`config.mk`:
```
export PLATFORM = sky130hd
export DESIGN_NAME = add_sub_pipe
export DESIGN_NICKNAME = d
export VERILOG_FILES = /design/src/rtl/add_sub_pipe_pkg.sv /design/src/rtl/add_sub_pipe_add_chunk.sv /design/src/rtl/add_sub_pipe.sv
export SDC_FILE = /design/constraint.sdc
export NUM_CORES = 1
export LEC_CHECK = 0
export CORE_UTILIZATION = 30
export CTS_BUF_LIST = sky130_fd_sc_hd__clkbuf_8
export DETAILED_ROUTE_END_ITERATION = 12
export MAX_ROUTING_LAYER = met4
export PLACE_DENSITY = 0.52
export SLEW_MARGIN = 25
export SYNTH_ARGS = -nofsm -noshare
export SYNTH_HDL_FRONTEND = slang
export SYNTH_SLANG_ARGS = --single-unit
```
`constraint.sdc`:
```
create_clock -name clk -period 3.7 [get_ports clk]
set_input_delay 0.74 -clock clk [delete_from_list [all_inputs] [get_ports clk]]
set_output_delay 0.74 -clock clk [all_outputs]
set_load 0.005 [all_outputs]
```
`src/rtl/add_sub_pipe_pkg.sv`:
```
// add_sub_pipe_pkg
// Shared definitions for the pipelined adder/subtractor.
// Holds the elaboration-time check that the operand width splits evenly
// into per-stage slices. No ports.
package add_sub_pipe_pkg;

    // True when WIDTH can be cut into a whole number of CHUNK-bit slices.
    function automatic bit chunk_fits(int width, int chunk);
        return (chunk > 0) && (width >= chunk) && ((width % chunk) == 0);
    endfunction

endpackage

```
`src/rtl/add_sub_pipe_add_chunk.sv`:
```
// full_adder / add_chunk
// full_adder : single-bit structural full-adder cell.
// add_chunk  : combinational CHUNK-bit ripple slice built from full_adder.
// Ports (add_chunk):
//   a, b   in  CHUNK  slice operands
//   c_in   in  1      carry into the slice LSB
//   sum    out CHUNK  slice sum
//   c_out  out 1      carry out of the slice MSB
module full_adder (
    input  logic a,
    input  logic b,
    input  logic c_in,
    output logic sum,
    output logic c_out
);
    logic w_p;

    assign w_p   = a ^ b;
    assign sum   = w_p ^ c_in;
    assign c_out = (a & b) | (w_p & c_in);
endmodule

module add_chunk #(
    parameter int CHUNK = 4
) (
    input  logic [CHUNK-1:0] a,
    input  logic [CHUNK-1:0] b,
    input  logic             c_in,
    output logic [CHUNK-1:0] sum,
    output logic             c_out
);
    logic [CHUNK:0] w_c;

    assign w_c[0] = c_in;

    for (genvar i = 0; i < CHUNK; i++) begin : g_bit
        full_adder u_fa (
            .a     (a[i]),
            .b     (b[i]),
            .c_in  (w_c[i]),
            .sum   (sum[i]),
            .c_out (w_c[i+1])
        );
    end

    assign c_out = w_c[CHUNK];
endmodule

```
`src/rtl/add_sub_pipe.sv`:
```
// add_sub_pipe
// Pipelined ripple-carry adder/subtractor. The operands are cut into
// CHUNK-bit slices; stage k resolves slice k with the carry registered by
// stage k-1, so the critical path is one CHUNK-bit carry chain. Latency is
// STAGES = WIDTH/CHUNK cycles, throughput one result per cycle.
// Ports:
//   clk, rst_n           clock, async active-low reset
//   in_valid / in_ready  operand handshake (a, b, c_in, sub)
//   out_valid / out_ready result handshake (sum, c_out, ovf)
//   c_out                carry out of MSB (subtract: 1 = no borrow)
//   ovf                  two's-complement signed overflow
module add_sub_pipe
    import add_sub_pipe_pkg::*;
#(
    parameter int WIDTH = 16,
    parameter int CHUNK = 4
) (
    input  logic             clk,
    input  logic             rst_n,
    input  logic             in_valid,
    output logic             in_ready,
    input  logic [WIDTH-1:0] a,
    input  logic [WIDTH-1:0] b,
    input  logic             c_in,
    input  logic             sub,
    output logic             out_valid,
    input  logic             out_ready,
    output logic [WIDTH-1:0] sum,
    output logic             c_out,
    output logic             ovf
);
    localparam int STAGES = WIDTH / CHUNK;

    if (!chunk_fits(WIDTH, CHUNK)) begin : g_param_check
        $error("add_sub_pipe: WIDTH (%0d) must be a nonzero multiple of CHUNK (%0d)",
               WIDTH, CHUNK);
    end

    logic             w_advance;
    logic [WIDTH-1:0] w_b_eff;

    // Whole-pipeline stall: only a held result blocks progress.
    assign w_advance = !(out_valid && !out_ready);
    assign in_ready  = w_advance;
    assign w_b_eff   = sub ? ~b : b;

    for (genvar k = 0; k < STAGES; k++) begin : g_stage
        localparam int LO      = k * CHUNK;       // bits already resolved upstream
        localparam int REM     = WIDTH - LO;      // operand bits still to resolve
        localparam bit IS_LAST = (k == STAGES - 1);

        logic [REM-1:0]      w_a_in;
        logic [REM-1:0]      w_b_in;
        logic                w_c_in;
        logic                w_v_in;
        logic [CHUNK-1:0]    w_slice;
        logic                w_slice_c;
        logic [LO+CHUNK-1:0] w_sum_next;
        logic                w_load;

        logic                r_valid;
        logic                r_carry;
        logic [LO+CHUNK-1:0] r_sum;

        if (k == 0) begin : g_src
            assign w_a_in     = a;
            assign w_b_in     = w_b_eff;
            assign w_c_in     = c_in;
            assign w_v_in     = in_valid;
            assign w_sum_next = w_slice;
        end else begin : g_src
            assign w_a_in     = g_stage[k-1].g_skew.r_a_hi;
            assign w_b_in     = g_stage[k-1].g_skew.r_b_hi;
            assign w_c_in     = g_stage[k-1].r_carry;
            assign w_v_in     = g_stage[k-1].r_valid;
            assign w_sum_next = {w_slice, g_stage[k-1].r_sum};
        end

        add_chunk #(
            .CHUNK (CHUNK)
        ) u_add_chunk (
            .a     (w_a_in[CHUNK-1:0]),
            .b     (w_b_in[CHUNK-1:0]),
            .c_in  (w_c_in),
            .sum   (w_slice),
            .c_out (w_slice_c)
        );

        // The output stage only captures real results so that sum/c_out/ovf
        // keep their last value across bubbles.
        assign w_load = IS_LAST ? (w_advance && w_v_in) : w_advance;

        always_ff @(posedge clk or negedge rst_n) begin
            if (!rst_n) begin
                r_valid <= 1'b0;
            end else if (w_advance) begin
                r_valid <= w_v_in;
            end
        end

        always_ff @(posedge clk or negedge rst_n) begin
            if (!rst_n) begin
                r_sum   <= '0;
                r_carry <= 1'b0;
            end else if (w_load) begin
                r_sum   <= w_sum_next;
                r_carry <= w_slice_c;
            end
        end

        if (IS_LAST) begin : g_last
            // The top slice still carries the operand MSBs, so overflow is
            // resolved here alongside the final sum slice.
            logic r_ovf;

            always_ff @(posedge clk or negedge rst_n) begin
                if (!rst_n) begin
                    r_ovf <= 1'b0;
                end else if (w_load) begin
                    r_ovf <= (w_a_in[REM-1] == w_b_in[REM-1]) &&
                             (w_slice[CHUNK-1] != w_a_in[REM-1]);
                end
            end
        end else begin : g_skew
            // Upper operand slices not yet consumed travel with the carry.
            logic [REM-CHUNK-1:0] r_a_hi;
            logic [REM-CHUNK-1:0] r_b_hi;

            always_ff @(posedge clk or negedge rst_n) begin
                if (!rst_n) begin
                    r_a_hi <= '0;
                    r_b_hi <= '0;
                end else if (w_advance) begin
                    r_a_hi <= w_a_in[REM-1:CHUNK];
                    r_b_hi <= w_b_in[REM-1:CHUNK];
                end
            end
        end
    end

    assign out_valid = g_stage[STAGES-1].r_valid;
    assign sum       = g_stage[STAGES-1].r_sum;
    assign c_out     = g_stage[STAGES-1].r_carry;
    assign ovf       = g_stage[STAGES-1].g_last.r_ovf;

endmodule
```
==> results of run 1 <==
==> synthesized netlist by cell type <==
cell type	number	share of area, %
dfrtp_1	97	58
ha_1	1	0.30
nor2_1	19	1.7
xnor2_1	12	2.5
nand2_1	13	1.2
a21oi_1	19	2.3
mux2_2	59	16
fa_1	16	7.7
inv_1	27	2.4
buf_4	1	0.18
mux2_4	3	1.1
buf_6	5	1.4
nand2_4	1	0.27
nand2b_1	1	0.15
nand2b_4	1	0.33
buf_2	9	1.1
mux2i_1	2	0.48
xor2_1	5	1.1
clkbuf_1	1	0.090
a31oi_1	1	0.15
o21ai_0	13	1.6
==> worst max-delay path, cell delays in order <==
cell,delay (ns)
clkdlybuf4s50_1,0.60
xor2_1,0.20
fa_1,0.20
inv_1,0.05
fa_1,0.39
fa_1,0.37
inv_1,0.08
fa_1,0.41
mux2_4,0.26
==> state kept, by name (all words and copies together) (netlist names) <==
name,cells
ovf,1
g_stage.g_skew.r_a_hi,24
g_stage.r_valid,3
g_stage.r_carry,3
out_valid,1
g_stage.r_sum,24
c_out,1
sum,16
g_stage.g_skew.r_b_hi,24
==> metal layers <==
metal | wire length [um] | GRT usage [%]
met5 | 0 | -
met4 | 184 | 6.09
met3 | 304 | 3.47
met2 | 3290 | 16.9
met1 | 3600 | 16.2
==> cells by family (layout without fill, tap and decap cells) <==
kind of cell | count (synthesis) | in the layout | share of synthesized area [%]
flip-flops | 97 | 97 | 58.2
multiplexers | 64 | 64 | 17.5
AND/OR/NAND/NOR | 35 | 35 | 3.63
adder cells (fa/ha/maj) | 17 | 17 | 7.98
AO/OA/AOI/OAI | 33 | 33 | 3.99
buffers and inverters | 43 | 105 | 5.13
XOR/XNOR | 17 | 17 | 3.57
==> power groups by stage <==
stage	sequential, uW	clock [uW]	combinational, uW
6_report	1780	604	1450
5_1_grt	1850	679	1660
4_1_cts	1780	644	1500
3_5_place_dp	1810	0	1490
3_3_place_gp	1790	0	1470
2_1_floorplan	1750	0	1020
==> area by class of cell <==
| type | count | area, sq um | share of cell area [%] |
|---|---|---|---|
| inverter | 27 | 101 | 2.01 |
| tap | 176 | 220 | 4.36 |
| timing repair buffer | 62 | 609 | 12.1 |
| clock buffer | 10 | 138 | 2.72 |
| multi-input combinational | 166 | 1530 | 30.3 |
| clock inverter | 6 | 28.8 | 0.569 |
| sequential | 97 | 2430 | 48.0 |
==> path summary, 6_finish.rpt <==
| kind | endpoint | slack (ns) | depth (start not counted) |
|---|---|---|---|
| setup / recovery | g_stage[0].r_sum[3] | 0.63 | 9 |
| hold / removal | g_stage[0].r_sum[0] | 0.37 | 1 |
| setup reg to reg | ovf | 1.05 | 10 |
| hold reg to reg | g_stage[1].g_skew.r_a_hi[0] | 0.49 | 2 |
| max in group asynchronous | g_stage[0].g_skew.r_b_hi[5] | 2.54 | 2 |
| min in group clk | g_stage[1].g_skew.r_a_hi[0] | 0.49 | 2 |
==> per-stage QoR <==
| stage | utilization [%] | instances | hold slack [ns] | total power [uW] |
|---|---|---|---|---|
| 6_report | 37.7 | 544 | 0.371 | 3840 |
| 5_1_grt | 37.7 | 544 | 0.440 | 4180 |
| 4_1_cts | 37.7 | 544 | 0.495 | 3930 |
| 3_5_place_dp | 36.4 | 528 | 0.469 | 3300 |
| 3_3_place_gp | 36.4 | 528 | 0.463 | 3260 |
| 2_1_floorplan | - | 306 | 0.444 | 2770 |
==> reports/qor.csv, run 1 <==
metric,value,unit
post-CTS setup buffers,0,
die area,14400,sq um
# IOs,58,
Initial Util,31.1,%
Final Cell Area,5050,sq um
Final nets,418,
initial antenna violation count,0,
Hold Crit Class,in -> async,
largest net degree at the start of global routing,80,
Mean Syn Cell Area,13.6,sq um
FMAX,326,MHz
Clock Skews,0.0129,ns
CP Capture Type,register,
CTS max path bufs,2,
unrepaired setup endpoints after global routing,false,
chip height,120,um
Seq cells post-synth,97,
GRT Total Usage,12.2,%
Via-to-Cell Ratio,4.27,
Critical Path AT,3.32,ns
CP Max Fanout,2,
critical path class,in -> reg,
Max VDD drop,0.000337,V
Mapped Area,4170,sq um
vias in the first global route,2449,
GPL Wtd Cong,0.682,
post-CTS sizing,0,
Pre-antenna DRT Iters,4,
drt total wl,7.37,mm
Worst-Skew Late Latency,0.37,ns
minimum clock period,3.07,ns
core box area,13400,sq um
crit share post-route,82.9,%
dpl ws,0.165,ns
setup TNS,0,ns
Switching Share,31.3,%
leakage,0.00219,uW
clock sink count,97,
total CTS buffers,9,
post-synthesis cell type count,21,
"Seq/Total Area, Yosys",58.2,%
Comb pwr share,37.9,%
PnR worst setup slack,0.634,ns
Clk pwr share,15.8,%
most frequent cells in the layout,"dfrtp_1, mux2_2, clkdlybuf4s50_1",
GR Overflow Total,0,
Syn Nets,361,
clock transition at the registers of the reported paths,0.09,ns
CTS tree,done,
layout cell share with drive strength beyond 1,22.3,%
Initial DRC Count,82,
Area Growth Syn to Fin,21.2,%
die width,120,um
FF-to-FF Start,g_stage[2].r_carry,
FP Rows,42,
Synth Instances,306,
CTS Hold Bufs,0,
residual DRC count,0,
fill count,1310,
Max H-tree Level,3,
first-pass GRT wire length,12.7,mm
Port Buffers,57,
max_slew headroom,50.5,%
Int Power,2630,uW
critical path launch point type,primary input,
maxcap violations,0,
worst path required time,3.96,ns
run status,finished clean,
"commonest non-fill, non-tap cell in the layout",dfrtp_1,
post-placement cell area,4880,sq um
Seq pwr share,46.4,%
via count,2323,
ant diodes,0,
crit path from,sub,
Pwr Density,759,nW/um^2
yosys synthesis warning count,0,
routed length per instance,13.6,um
Final HPWL DP,4.85,mm
fin. max-slew vios,0,
worst slew pin tran,0.742,ns
Fin. Hold Viols,0,
clk root buf,clkbuf_8,
remaining antenna violation count,0,
endpoints failing setup,0,
P_sw,1200,uW
Power figures use the tool's default switching activity.
==> inputs of run 2 (changes only) <==
==> constraint.sdc (replaced) <==
create_clock -name clk -period 2.85 [get_ports clk]
set_input_delay 0.57 -clock clk [delete_from_list [all_inputs] [get_ports clk]]
set_output_delay 0.57 -clock clk [all_outputs]
set_load 0.005 [all_outputs]
==> reports/qor.csv, run 2 (synthesis gave the netlist of run 1 again) <==
metric,value,unit
unrepaired setup endpoints after global routing,false,
post-CTS sizing,1,
Max H-tree Level,3,
Initial DRC Count,133,
Pwr Density,1000,nW/um^2
Comb pwr share,37.4,%
GPL Wtd Cong,0.666,
post-CTS setup buffers,0,
critical path launch point type,primary input,
GR Overflow Total,0,
top flop regs,"g_stage.g_skew.r_a_hi: 24 flops, g_stage.g_skew.r_b_hi: 24 flops, g_stage.r_sum: 24 flops",
first-pass GRT wire length,12.5,mm
Switching Share,30.6,%
most frequent cells in the layout,"dfrtp_1, mux2_2, clkdlybuf4s50_1",
chip height,120,um
Int Power,3550,uW
max_slew headroom,60.5,%
CP Max Fanout,1,
CP Capture Type,register,
fin. max-slew vios,0,
Area Growth Syn to Fin,22.8,%
M1 GR Usage,16.2,%
CTS Hold Bufs,0,
# IOs,58,
leakage,0.00222,uW
Pre-antenna DRT Iters,4,
clock sink count,97,
GRT Total Usage,12.0,%
Final HPWL DP,5.03,mm
CTS tree,done,
FMAX,367,MHz
largest net degree at the start of global routing,74,
P_sw,1570,uW
remaining antenna violation count,0,
Final Cell Area,5120,sq um
dpl cells,529,
minimum clock period,2.72,ns
Port Buffers,57,
CTS max path bufs,2,
Clock Skews,0.00792,ns
Initial Util,31.1,%
GR Util met3,4.09,%
worst slew pin tran,0.593,ns
Hold Crit Class,in -> async,
maxcap violations,0,
vias in the first global route,2403,
layout cell share with drive strength beyond 1,23.1,%
Via-to-Cell Ratio,4.24,
total CTS buffers,9,
routed length per instance,13.6,um
FP Rows,42,
"commonest non-fill, non-tap cell in the layout",dfrtp_1,
clk root buf,clkbuf_8,
core box area,13400,sq um
crit share post-route,95.5,%
endpoints failing setup,0,
clock transition at the registers of the reported paths,0.09,ns
Fin. Hold Viols,0,
fill count,1354,
Critical Path AT,2.98,ns
die area,14400,sq um
initial antenna violation count,0,
Clk pwr share,17.3,%
drt total wl,7.39,mm
met2 Use GR,16.8,%
Worst-Skew Late Latency,0.37,ns
post-placement cell area,4930,sq um
run status,finished clean,
Seq pwr share,45.3,%
via count,2309,
Final Non-Filler Cells,544,
residual DRC count,0,
die width,120,um
GR peak layer,met2,
ant diodes,0,
critical path class,in -> reg,
Max VDD drop,0.000257,V
worst path required time,3.11,ns
Final nets,419,
run 2: cell types whose count changed in the layout (fill, tap and decap cells not counted), sizes merged:
| cell | delta |
|---|---|
| inv | -3 |
| buf | +1 |
| bufinv | +1 |
| clkbuf | +1 |
| clkdlybuf4s50 | -1 |
| dlygate4sd2 | +1 |
run 2: path summary, 6_finish.rpt:
| kind | from | endpoint | slack [ns] | depth (start not counted) |
|---|---|---|---|---|
| min in group clk | g_stage[0].g_skew.r_b_hi[4] | g_stage[1].g_skew.r_b_hi[0] | 0.48 | 2 |
| min reg2reg | g_stage[0].g_skew.r_b_hi[4] | g_stage[1].g_skew.r_b_hi[0] | 0.48 | 2 |
| max reg2reg | g_stage[2].r_carry | ovf | 0.16 | 10 |
| max | b[0] | g_stage[0].r_sum[3] | 0.13 | 9 |
| min | rst_n | g_stage[1].r_sum[0] | 0.20 | 1 |
| max in group asynchronous | rst_n | g_stage[1].r_sum[6] | 2.03 | 2 |
run 2: final cells by class:
class / instances / area (sq um) / share of cell area [%]
inverters: 27 / 101 / 1.98
flip-flops and latches: 97 / 2430 / 47.4
clock buffers: 11 / 151 / 2.96
multi-input cells: 166 / 1530 / 29.8
repair buffers: 63 / 649 / 12.7
well taps: 176 / 220 / 4.30
clock inverters: 4 / 43.8 / 0.855
run 2: through the flow:
stage	setup TNS (ns)	power (uW)	hold WS (ns)	setup WS [ns]	utilization, %
floorplan	0	3600	0.274	0.0299	-
global placement	-0.406	4250	0.460	-0.406	36.8
detailed placement	-0.453	4310	0.467	-0.442	36.8
CTS	0	5240	0.208	0.126	38.2
global route	0	5560	0.227	0.0189	38.2
finish	0	5120	0.197	0.128	38.2
run 2: metal layers:
metal / vias up / share of wire (%)
li1: 1109 / -
met1: 1140 / 49
met2: 49 / 46
met3: 11 / 4.3
met4: 0 / 1.5
met5: - / 0
run 2: critical path, stage by stage:
cell,delay (ns)
clkdlybuf4s50_1,0.48
xor2_1,0.18
fa_1,0.19
inv_1,0.05
fa_1,0.39
fa_1,0.38
inv_1,0.08
fa_1,0.40
mux2_4,0.26
run 2: power by group through the flow:
stage	registers, uW	logic [uW]	clock network [uW]
floorplan	2280	1320	0
global placement	2330	1920	0
detailed placement	2350	1960	0
CTS	2330	1970	936
global route	2400	2180	982
finish	2320	1910	888
==> inputs of run 3 (changes only) <==
--- a/config.mk
+++ b/config.mk
@@ -8,6 +8,7 @@
 export CORE_UTILIZATION = 30
 export CTS_BUF_LIST = sky130_fd_sc_hd__clkbuf_8
 export DETAILED_ROUTE_END_ITERATION = 12
+export GPL_TIMING_DRIVEN = 0
 export MAX_ROUTING_LAYER = met4
 export PLACE_DENSITY = 0.52
 export SLEW_MARGIN = 25
==> reports/qor.csv, run 3 (synthesis gave the netlist of run 1 again) <==
metric,value,unit
top flop regs,"g_stage.g_skew.r_a_hi: 24 flops, g_stage.g_skew.r_b_hi: 24 flops, g_stage.r_sum: 24 flops",
"commonest non-fill, non-tap cell in the layout",dfrtp_1,
chip height,120,um
post-CTS setup buffers,0,
CP peak stage delay,0.48,ns
most frequent cells in the layout,"dfrtp_1, mux2_2, clkdlybuf4s50_1",
CP Max Fanout,1,
Worst-Skew Late Latency,0.37,ns
CTS tree,done,
via count,2390,
CP Capture Type,register,
Area Growth Syn to Fin,24.5,%
total CTS buffers,9,
Pwr Density,1010,nW/um^2
CP max stage cell,clkdlybuf4s50_1,
fin. max-slew vios,0,
Final HPWL DP,5.70,mm
worst slew pin tran,0.474,ns
clock transition at the registers of the reported paths,0.09,ns
largest net degree at the start of global routing,50,
critical path launch point type,primary input,
core box area,13400,sq um
Final nets,428,
worst-path cell chain,"clkdlybuf4s50_1, xor2_1, fa_1, inv_1, fa_1, fa_1, inv_1, fa_1, mux2_4",
max_slew headroom,68.4,%
Max H-tree Level,3,
maxcap violations,0,
Max VDD drop,0.000267,V
Pre-antenna DRT Iters,4,
GPL Wtd Cong,0.747,
remaining antenna violation count,0,
vias in the first global route,2560,
CTS max path bufs,2,
critical path class,in -> reg,
layout cell share with drive strength beyond 1,25.4,%
FMAX,364,MHz
crit share post-route,96.5,%
worst path required time,3.11,ns
ant diodes,0,
Clock Skews,0.00940,ns
routed length per instance,14.9,um
initial antenna violation count,0,
Fin. Hold Viols,0,
die width,120,um
minimum clock period,2.75,ns
Via-to-Cell Ratio,4.31,
residual DRC count,0,
leakage,0.00225,uW
Final Util,38.8,%
Port Buffers,56,
GR Overflow Total,0,
Initial Util,31.1,%
first-pass GRT wire length,13.8,mm
Top delay family on crit path,adder cells,
setup TNS,0,ns
FP Rows,42,
unrepaired setup endpoints after global routing,false,
Critical Path AT,3.01,ns
Initial DRC Count,154,
die area,14400,sq um
run status,finished clean,
CTS Hold Bufs,0,
CP dominant cell by count,fa_1,
# IOs,58,
worst path bufs/invs,3,
GRT Total Usage,13.2,%
Hold Crit Class,in -> async,
drt total wl,8.24,mm
endpoints failing setup,0,
clock sink count,97,
clk root buf,clkbuf_8,
run 3: cell types whose count changed in the layout (fill, tap and decap cells not counted), moves of 2 or more:
cell | previous run | this run
buf_12 | 3 | 0
buf_4 | 4 | 1
buf_6 | 0 | 5
clkinvlp_4 | 0 | 2
buf_2 | 0 | 8
run 3: path summary, 6_finish.rpt:
check                                              end  slack [ns]                         from  cells after the start
hold / removal                     g_stage[0].r_sum[0]        0.13                        rst_n                      1
setup reg to reg                                   ovf        0.19           g_stage[2].r_carry                     10
min in group clk           g_stage[2].g_skew.r_b_hi[3]        0.49  g_stage[1].g_skew.r_b_hi[7]                      2
setup / recovery                   g_stage[0].r_sum[3]        0.10                         b[0]                      9
hold reg to reg            g_stage[2].g_skew.r_b_hi[3]        0.49  g_stage[1].g_skew.r_b_hi[7]                      2
max in group asynchronous  g_stage[0].g_skew.r_a_hi[3]        2.13                        rst_n                      2
run 3: repair_timing:
item                                   CTS  global route
setup endpoints to repair                1             1
endpoints found under the hold margin    0             0
resized for setup                        1             0
run 3: layer usage:
layer	wire (um)	vias to the layer above	GRT usage [%]
met5	0	-	-
met4	170	0	6.56
met3	244	12	1.95
met2	3760	45	18.9
met1	4060	1211	18.3
li1	-	1122	-
run 3: layout make-up:
class                      count  area [sq um]
fill                        1325          8210
sequential                    97          2430
multi-input combinational    166          1530
timing repair buffer          57           589
tap                          176           220
clock buffer                  12           165
buffer                        15           111
inverter                      27           101
clock inverter                 4          50.0
run 3: through the flow:
stage / area [sq um] / cells / hold WS (ns) / power [uW] / setup slack, ns
after floorplan: 4180 / 306 / 0.274 / 3600 / 0.0299
after global placement: 4960 / 538 / 0.461 / 4330 / -2.43
after detailed placement: 4990 / 539 / 0.468 / 4400 / -0.323
after CTS: 5200 / 555 / 0.144 / 5370 / 0.00165
after global routing: 5190 / 554 / 0.164 / 5690 / 0.0116
final: 5190 / 554 / 0.126 / 5270 / 0.100
run 3: power by group:
part / internal [uW] / switching, uW / leakage (uW) / total [uW]
registers: 2000 / 324 / 0.00112 / 2320
logic: 1140 / 843 / 0.00102 / 1980
clock network: 476 / 485 / 0.000105 / 961
total: 3610 / 1650 / 0.00225 / 5270
